[src/rtl/ex.sv]
// MIPS32 execute stage: logic/shift/arith results plus optional radix-2 divider (EX_DIV_EN).
// Latency: ALU ops combinational; DIV/DIVU 34 cycles (1 issue + 32 steps + 1 done), divide-by-zero 2.
// Backpressure: stallreq_o holds id_ex stable while a divide is issuing or iterating.
module ex (
    input  logic        clk,
    input  logic        rst,
    input  logic [7:0]  aluop_i,
    input  logic [2:0]  alusel_i,
    input  logic [31:0] reg1_i,
    input  logic [31:0] reg2_i,
    input  logic [4:0]  wd_i,
    input  logic        wreg_i,
    input  logic        annul_i,
    output logic [4:0]  wd_o,
    output logic        wreg_o,
    output logic [31:0] wdata_o,
    output logic        whilo_o,
    output logic [31:0] hi_o,
    output logic [31:0] lo_o,
    output logic        stallreq_o
);

    localparam logic [7:0] OP_AND  = 8'h24, OP_OR   = 8'h25, OP_XOR  = 8'h26, OP_NOR = 8'h27;
    localparam logic [7:0] OP_SLL  = 8'h7C, OP_SRL  = 8'h02, OP_SRA  = 8'h03;
    localparam logic [7:0] OP_ADDU = 8'h21, OP_SUBU = 8'h23, OP_SLT  = 8'h2A, OP_SLTU = 8'h2B;
    localparam logic [7:0] OP_DIV  = 8'h1A, OP_DIVU = 8'h1B;
    localparam logic [2:0] SEL_LOGIC = 3'b001, SEL_SHIFT = 3'b010, SEL_ARITH = 3'b100;

    logic [31:0] logic_res, shift_res, arith_res, alu_res;
    logic        is_div;
    logic        div_whilo, div_stall;
    logic [31:0] div_hi, div_lo;

    assign is_div = (aluop_i == OP_DIV) || (aluop_i == OP_DIVU);

    always_comb begin
        logic_res = '0;
        shift_res = '0;
        arith_res = '0;
        case (aluop_i)
            OP_AND:  logic_res = reg1_i & reg2_i;
            OP_OR:   logic_res = reg1_i | reg2_i;
            OP_XOR:  logic_res = reg1_i ^ reg2_i;
            OP_NOR:  logic_res = ~(reg1_i | reg2_i);
            OP_SLL:  shift_res = reg2_i << reg1_i[4:0];
            OP_SRL:  shift_res = reg2_i >> reg1_i[4:0];
            OP_SRA:  shift_res = $signed(reg2_i) >>> reg1_i[4:0];
            OP_ADDU: arith_res = reg1_i + reg2_i;
            OP_SUBU: arith_res = reg1_i - reg2_i;
            OP_SLT:  arith_res = {31'b0, $signed(reg1_i) < $signed(reg2_i)};
            OP_SLTU: arith_res = {31'b0, reg1_i < reg2_i};
            default: ;
        endcase
    end

    always_comb begin
        alu_res = '0;
        case (alusel_i)
            SEL_LOGIC: alu_res = logic_res;
            SEL_SHIFT: alu_res = shift_res;
            SEL_ARITH: alu_res = arith_res;
            default:   alu_res = '0;
        endcase
    end

`ifdef EX_DIV_EN
    typedef enum logic [1:0] {S_IDLE, S_BUSY, S_DONE} div_state_t;

    div_state_t  state_q, state_d;
    logic [31:0] rem_q, quo_q, den_q;
    logic [4:0]  cnt_q;
    logic        neg_quo_q, neg_rem_q, dbz_q;
    logic        is_signed, start;
    logic [31:0] a_abs, b_abs;
    logic [32:0] partial, diff;

    assign is_signed = (aluop_i == OP_DIV);
    assign start     = is_div && !annul_i;
    assign a_abs     = (is_signed && reg1_i[31]) ? -reg1_i : reg1_i;
    assign b_abs     = (is_signed && reg2_i[31]) ? -reg2_i : reg2_i;
    assign partial   = {rem_q, quo_q[31]};
    assign diff      = partial - {1'b0, den_q};

    always_ff @(posedge clk or negedge rst) begin
        if (!rst) state_q <= S_IDLE;
        else      state_q <= state_d;
    end

    always_comb begin
        state_d = state_q;
        case (state_q)
            S_IDLE: if (start) state_d = (reg2_i == '0) ? S_DONE : S_BUSY;
            S_BUSY: if (cnt_q == 5'd31) state_d = S_DONE;
            S_DONE: state_d = S_IDLE;
            default: state_d = S_IDLE;
        endcase
        if (annul_i) state_d = S_IDLE;
    end

    // Restoring shift-subtract on magnitudes; signs are reapplied in DONE.
    always_ff @(posedge clk or negedge rst) begin
        if (!rst) begin
            rem_q     <= '0;
            quo_q     <= '0;
            den_q     <= '0;
            cnt_q     <= '0;
            neg_quo_q <= 1'b0;
            neg_rem_q <= 1'b0;
            dbz_q     <= 1'b0;
        end else if (state_q == S_IDLE && start) begin
            cnt_q     <= '0;
            rem_q     <= '0;
            dbz_q     <= (reg2_i == '0);
            quo_q     <= (reg2_i == '0) ? reg1_i : a_abs;
            den_q     <= b_abs;
            neg_quo_q <= is_signed && (reg1_i[31] ^ reg2_i[31]);
            neg_rem_q <= is_signed && reg1_i[31];
        end else if (state_q == S_BUSY) begin
            cnt_q <= cnt_q + 5'd1;
            if (!diff[32]) begin
                rem_q <= diff[31:0];
                quo_q <= {quo_q[30:0], 1'b1};
            end else begin
                rem_q <= partial[31:0];
                quo_q <= {quo_q[30:0], 1'b0};
            end
        end
    end

    always_comb begin
        div_whilo = (state_q == S_DONE) && !annul_i;
        div_stall = (state_q == S_BUSY) || ((state_q == S_IDLE) && start);
        div_lo    = '0;
        div_hi    = '0;
        if (div_whilo) begin
            if (dbz_q) begin
                div_lo = 32'hFFFF_FFFF;
                div_hi = quo_q;
            end else begin
                div_lo = neg_quo_q ? -quo_q : quo_q;
                div_hi = neg_rem_q ? -rem_q : rem_q;
            end
        end
    end
`else
    logic unused_div_inputs;
    assign unused_div_inputs = clk ^ annul_i;
    assign div_whilo = 1'b0;
    assign div_stall = 1'b0;
    assign div_hi    = '0;
    assign div_lo    = '0;
`endif

    // Reset forces every output low combinationally, independent of clk.
    always_comb begin
        wd_o       = '0;
        wreg_o     = 1'b0;
        wdata_o    = '0;
        whilo_o    = 1'b0;
        hi_o       = '0;
        lo_o       = '0;
        stallreq_o = 1'b0;
        if (rst) begin
            wd_o       = wd_i;
            wreg_o     = wreg_i && !is_div;
            wdata_o    = alu_res;
            whilo_o    = div_whilo;
            hi_o       = div_hi;
            lo_o       = div_lo;
            stallreq_o = div_stall;
        end
    end

endmodule

[config.mk]
export PLATFORM = sky130hd
export DESIGN_NAME = ex
export DESIGN_NICKNAME = d
export VERILOG_FILES = /design/src/rtl/ex.sv
export SDC_FILE = /design/constraint.sdc
export NUM_CORES = 1
export LEC_CHECK = 0
export ABC_AREA = 1
export CAP_MARGIN = 20
export CORE_MARGIN = 5
export CORE_UTILIZATION = 57
export DETAILED_ROUTE_END_ITERATION = 7
export PLACE_DENSITY = 0.93
export SYNTH_ARGS = -nofsm -noshare
export SYNTH_HDL_FRONTEND = slang
export SYNTH_SLANG_ARGS = --single-unit
[constraint.sdc]
create_clock -name vclk -period 9.48
set_clock_uncertainty 0.05 [all_clocks]
set_input_delay 1.896 -clock vclk [all_inputs]
set_output_delay 1.896 -clock vclk [all_outputs]
set_load 0.01 [all_outputs]
==> summary.txt, run 1 <==
================================================================================
Status ............................................................    completed
Number of detailed-routing iterations run before antenna repair ...            6
Number of vias in the routed layout ...............................        16190
Clock buffer count ................................................            0
Die Footprint .....................................................   23070 um^2
Iteration-0 DRC count of the detailed router ......................         2544
Share of the synthesized area in the top cell type ................       0.2551
Total Routing Usage GR ............................................       0.4201
Highest clock rate ................................................    123.2 MHz
Mapped Avg Cell Area ..............................................   4.852 um^2
Number of antenna violations at the first check in global routing .            0
Sequential cell area fraction in the yosys report .................            0
Final antenna-violating net count .................................            0
Most used standard cell by instance count after synthesis .........      nand2_1
Initial standard-cell utilization of the core .....................       0.5727
Core area .........................................................   20040 um^2
Worst voltage drop across the vdd grid ............................ 0.00003888 V
CP required .......................................................      7.53 ns
Sequential standard cell area .....................................       0 um^2
I/O Pins ..........................................................          188
Post-Syn Instances ................................................         2365
Post-synthesis instance area ......................................   11480 um^2
Post-CTS Setup Inserts ............................................            0
Number of sequential storage elements .............................            0
Worst slew margin relative to its limit ...........................       0.3139
Port Buffer Count .................................................          120
Final number of setup-violating endpoints .........................            0
Core Rows .........................................................           52
Hold violation total from the final report ........................            0
Detailed-placement wirelength estimate ............................     41990 um
Cell type with the highest aggregate area in the netlist ..........      nand2_1
Width of the die ..................................................     151.9 um
Crit path DAT .....................................................      6.17 ns
Min-delay worst type .............................................. input pin to output pin
Maximum Capacitance Violations ....................................            0
Yosys warning count ...............................................            0
Beginning of the worst hold path ..................................      wd_i[2]
Net total in the final layout .....................................         2592
Total inserted antenna cells ......................................            0
Slew at the pin closest to its max-slew limit .....................     1.028 ns
Largest net degree at the start of global routing .................           65
Overflow left after global routing ................................            0
Worst setup path startpoint .......................................    reg1_i[4]
Kind of end point of the critical path ............................   output pin
Setup repair after global routing missed its margin ...............        false
Cell leakage power ................................................  0.006863 uW
Number of gates resized after cts .................................            0
Total Wirelength ..................................................     52380 um
Power density over the cells ...................................... 46.07 nW/um^2
Number of hold-repair buffers added at the cts stage ..............            0
Largest fanout on the critical path ...............................           31
Top cells by instance count after synthesis ....................... nand2_1, nand3_1, inv_1
Wire length of the first global-routing pass ......................     79010 um
Startpoint Class ..................................................    input pin
Via count of the first global-routing pass ........................        14240
Layout overhead on the synthesized area ...........................       7.970%
Netlist cell types ................................................           48
Proportion of layout cells with a drive suffix above 1 ............      0.02495
Share of the cycle needed by the critical path after routing ......       0.8561
Post-layout minimum cycle time ....................................     8.116 ns
Wire length per cell ..............................................     19.58 um
Global placer's final weighted congestion .........................        1.111
Final core utilization ............................................       0.6183
Largest cells by area after synthesis ............................. nand2_1, nand3_1, ha_1
Final routed DRC violation total ..................................            0
Sum of negative setup slack .......................................         0 ns
Classification of the worst setup path ............................ input pin to output pin
Vias per std cell .................................................        6.052
Total count of max-transition violations in the final report ......            0
Overall die height ................................................     151.9 um
================================================================================
==> final timing paths <==
kind	endpoint	slack (ns)	cells past startpoint
setup / recovery	wdata_o[24]	1.36	15
hold / removal	wd_o[2]	4.72	4
==> area by class of cell <==
class                      instances  area (um^2)
multi-input combinational       1928         9458
fill                            2142         7649
timing repair buffer             137         1314
inverter                         340         1281
tap                              270        337.8
==> worst max-delay path, stage by stage <==
cell and delay (ns):
clkdlybuf4s50_1 0.45, buf_4 0.38, inv_1 0.58, ha_1 0.65, nand2_1 0.13, nor2_1 0.29, nand2_1 0.13, nand3_1 0.24
nand2_1 0.11, nand4_1 0.11, nand3_1 0.09, nand2_1 0.15, nand2_1 0.07, a21oi_1 0.27, clkdlybuf4s50_1 0.61
==> layout by cell type (no fill, tap or decap), types with 17 or more instances in the layout <==
cell,n
clkdlybuf4s50_1,117
a21oi_1,136
nor2_1,206
nand3_1,409
nand2_1,780
conb_1,66
nand4_1,19
buf_4,17
o211ai_1,20
o21ai_0,65
o22ai_1,23
ha_1,99
inv_1,328
==> cell families (layout without fill, tap and decap cells) <==
family / count (synthesis) / count (layout) / share of synthesized area
adders and majority gates: 101 / 101 / 0.1114
buffers and inverters: 502 / 477 / 0.1984
AOI/OAI and AO/OA: 286 / 286 / 0.1378
and+or+nand+nor: 1473 / 1473 / 0.5504
other: 1 / 66 / 0.0003268
muxes: 1 / 1 / 0.0008723
xor gates and xnor gates: 1 / 1 / 0.0007633
==> per-stage QoR <==
stage | area, um^2 | setup slack, ns | std cells | power (uW) | hold slack (ns)
after floorplan | 11720 | 3.483 | 2430 | 387.4 | 3.840
after global placement | 12380 | 1.613 | 2674 | 532.0 | 4.697
after detailed placement | 12380 | 1.627 | 2674 | 540.8 | 4.716
after CTS | 12380 | 1.624 | 2674 | 543.6 | 4.720
after global routing | 12390 | 1.262 | 2675 | 617.9 | 4.739
final | 12390 | 1.364 | 2675 | 570.9 | 4.719
==> where the power goes <==
group / switching (uW) / internal, uW / total (uW)
logic: 404 / 167 / 571
clock network: 0 / 0 / 0
registers: 0 / 0 / 0
total: 404 / 167 / 571
==> per-layer routing <==
layer | global-route usage | wire [um] | up-vias
met1 | 0.5758 | 19790 | 7012
met3 | 0.09158 | 8420 | 201
met5 | 0 | 0 | -
met2 | 0.6120 | 20510 | 1453
li1 | - | - | 7523
met4 | 0.2247 | 3653 | 0
Power figures use the tool's default switching activity.
==> run 2: changes to the inputs <==
--- a/config.mk
+++ b/config.mk
@@ -10,7 +10,7 @@
 export CORE_MARGIN = 5
 export CORE_UTILIZATION = 57
 export DETAILED_ROUTE_END_ITERATION = 7
-export PLACE_DENSITY = 0.93
+export PLACE_DENSITY = 0.84
 export SYNTH_ARGS = -nofsm -noshare
 export SYNTH_HDL_FRONTEND = slang
 export SYNTH_SLANG_ARGS = --single-unit
==> run 2 against run 1 <==
Final cell count is essentially flat. Via count shrank 0.37%. Critical endpoint is now wdata_o[0]. Setup slack gained 0.34 ns. Utilization grew 0.063 points. Highest routed layer unchanged. The flow now finishes with violations (design-rule violations). Critical path depth shrank 1. Largest power group unchanged. Die area is the same. Combinational power is essentially flat. Worst hold slack lost 0.012 ns.
==> summary.txt, run 2 (synthesized netlist as in run 1, its figures left out) <==
================================================================================
Final routed DRC violation total ..................................            1
Highest clock rate ................................................    128.6 MHz
Die Footprint .....................................................   23070 um^2
Slew at the pin closest to its max-slew limit .....................     1.186 ns
Highest-count cells in the layout ignoring fill and taps .......... nand2_1, nand3_1, inv_1
Worst stage delay on the critical path ............................      0.82 ns
Vias per std cell .................................................        6.032
CP cell instances ................................................. clkdlybuf4s50_1, nor2_4, nand3_2, inv_1, buf_4, nand2_1, inv_2, nand2_1, o21ai_1, inv_1, a31oi_1, a21oi_1, a21oi_1, clkdlybuf4s50_1
Classification of the worst setup path ............................ input pin to output pin
Largest net degree at the start of global routing .................           67
Leading cell type in the layout, fill and taps excluded ...........      nand2_1
Layout overhead on the synthesized area ...........................       8.079%
Number of antenna violations at the first check in global routing .            0
Worst slew margin relative to its limit ...........................       0.2074
Total power .......................................................     574.2 uW
Final antenna-violating net count .................................            0
Maximum Capacitance Violations ....................................            0
Delay-heaviest family, CP ......................................... buffers and inverters
WP buf/inv ........................................................            6
Wire length of the first global-routing pass ......................     79940 um
Wire length the detailed router placed on met1 ....................     19920 um
Smallest setup slack after layout .................................     1.703 ns
Sequential standard cell area .....................................       0 um^2
Initial standard-cell utilization of the core .....................       0.5727
Via count of the first global-routing pass ........................        14360
Uppermost routed layer ............................................         met4
I/O Pins ..........................................................          188
Iteration-0 DRC count of the detailed router ......................         2458
Final number of setup-violating endpoints .........................            0
Setup repair after global routing missed its margin ...............        false
Overflow left after global routing ................................            0
Total Routing Usage GR ............................................       0.4225
Max stage delay cell, worst path ..................................      nand2_1
Core area .........................................................   20040 um^2
Status ............................................................ finished, violations left
Number of vias in the routed layout ...............................        16130
Total count of max-transition violations in the final report ......            0
Overall die height ................................................     151.9 um
Failing checks .................................................... design-rule violations
Number of hold-repair buffers added at the cts stage ..............            0
Min-delay worst type .............................................. input pin to output pin
Post-CTS Setup Inserts ............................................            0
Number of sequential storage elements .............................            0
Width of the die ..................................................     151.9 um
Proportion of layout cells with a drive suffix above 1 ............      0.02454
Metal2 WL .........................................................     20690 um
Wire length per cell ..............................................     19.56 um
Global placer's final weighted congestion .........................        1.085
Power density over the cells ...................................... 46.29 nW/um^2
Startpoint Class ..................................................    input pin
Kind of end point of the critical path ............................   output pin
CP required .......................................................      7.53 ns
Crit path DAT .....................................................      5.83 ns
Port Buffer Count .................................................          120
Post-layout minimum cycle time ....................................     7.777 ns
Clock buffer count ................................................            0
Sum of negative setup slack .......................................         0 ns
Core Rows .........................................................           52
Share of the cycle needed by the critical path after routing ......       0.8204
Met3 wire length ..................................................      8237 um
Hold violation total from the final report ........................            0
Worst voltage drop across the vdd grid ............................ 0.00003753 V
Net total in the final layout .....................................         2591
Total Wirelength ..................................................     52300 um
Cell leakage power ................................................  0.006869 uW
Detailed-placement wirelength estimate ............................     41770 um
Largest fanout on the critical path ...............................           32
Total inserted antenna cells ......................................            0
DP Worst Slack ....................................................     1.858 ns
Number of detailed-routing iterations run before antenna repair ...            8
Number of gates resized after cts .................................            0
================================================================================
-- run 2: cell count changes in the layout (fill, tap and decap cells not counted), sizes merged --
cell	previous run	this run
buf	20	19
-- run 2: power breakdown --
| part | total (uW) | internal [uW] | switching (uW) |
|---|---|---|---|
| clock | 0 | 0 | 0 |
| sequential | 0 | 0 | 0 |
| combinational | 574 | 167 | 408 |
| total | 574 | 167 | 408 |
-- run 2: path summary, 6_finish.rpt --
| check | start | endpoint | slack, ns | cells after the start |
|---|---|---|---|---|
| max | aluop_i[7] | wdata_o[0] | 1.70 | 14 |
| min | wd_i[4] | wd_o[4] | 4.71 | 4 |
-- run 2: metal layers --
layer  vias to the layer above  global-route usage
met5                         -                   0
met4                         0              0.2196
met3                       192             0.09670
met2                      1379              0.6130
met1                      7036              0.5806
li1                       7522                   -
-- run 2: per-stage QoR --
step	cell area (um^2)	util	hold WS (ns)	instances
after floorplan	11720	-	3.840	2430
after global placement	12380	0.6176	4.696	2673
after detailed placement	12380	0.6176	4.712	2673
after CTS	12380	0.6176	4.712	2673
after global routing	12400	0.6189	4.720	2674
final	12400	0.6189	4.708	2674
-- run 2: layout make-up --
class / count / area (um^2)
fill: 2156 / 7636
inverter: 340 / 1281
multi-input combinational: 1928 / 9458
tap: 270 / 337.8
timing repair buffer: 136 / 1326
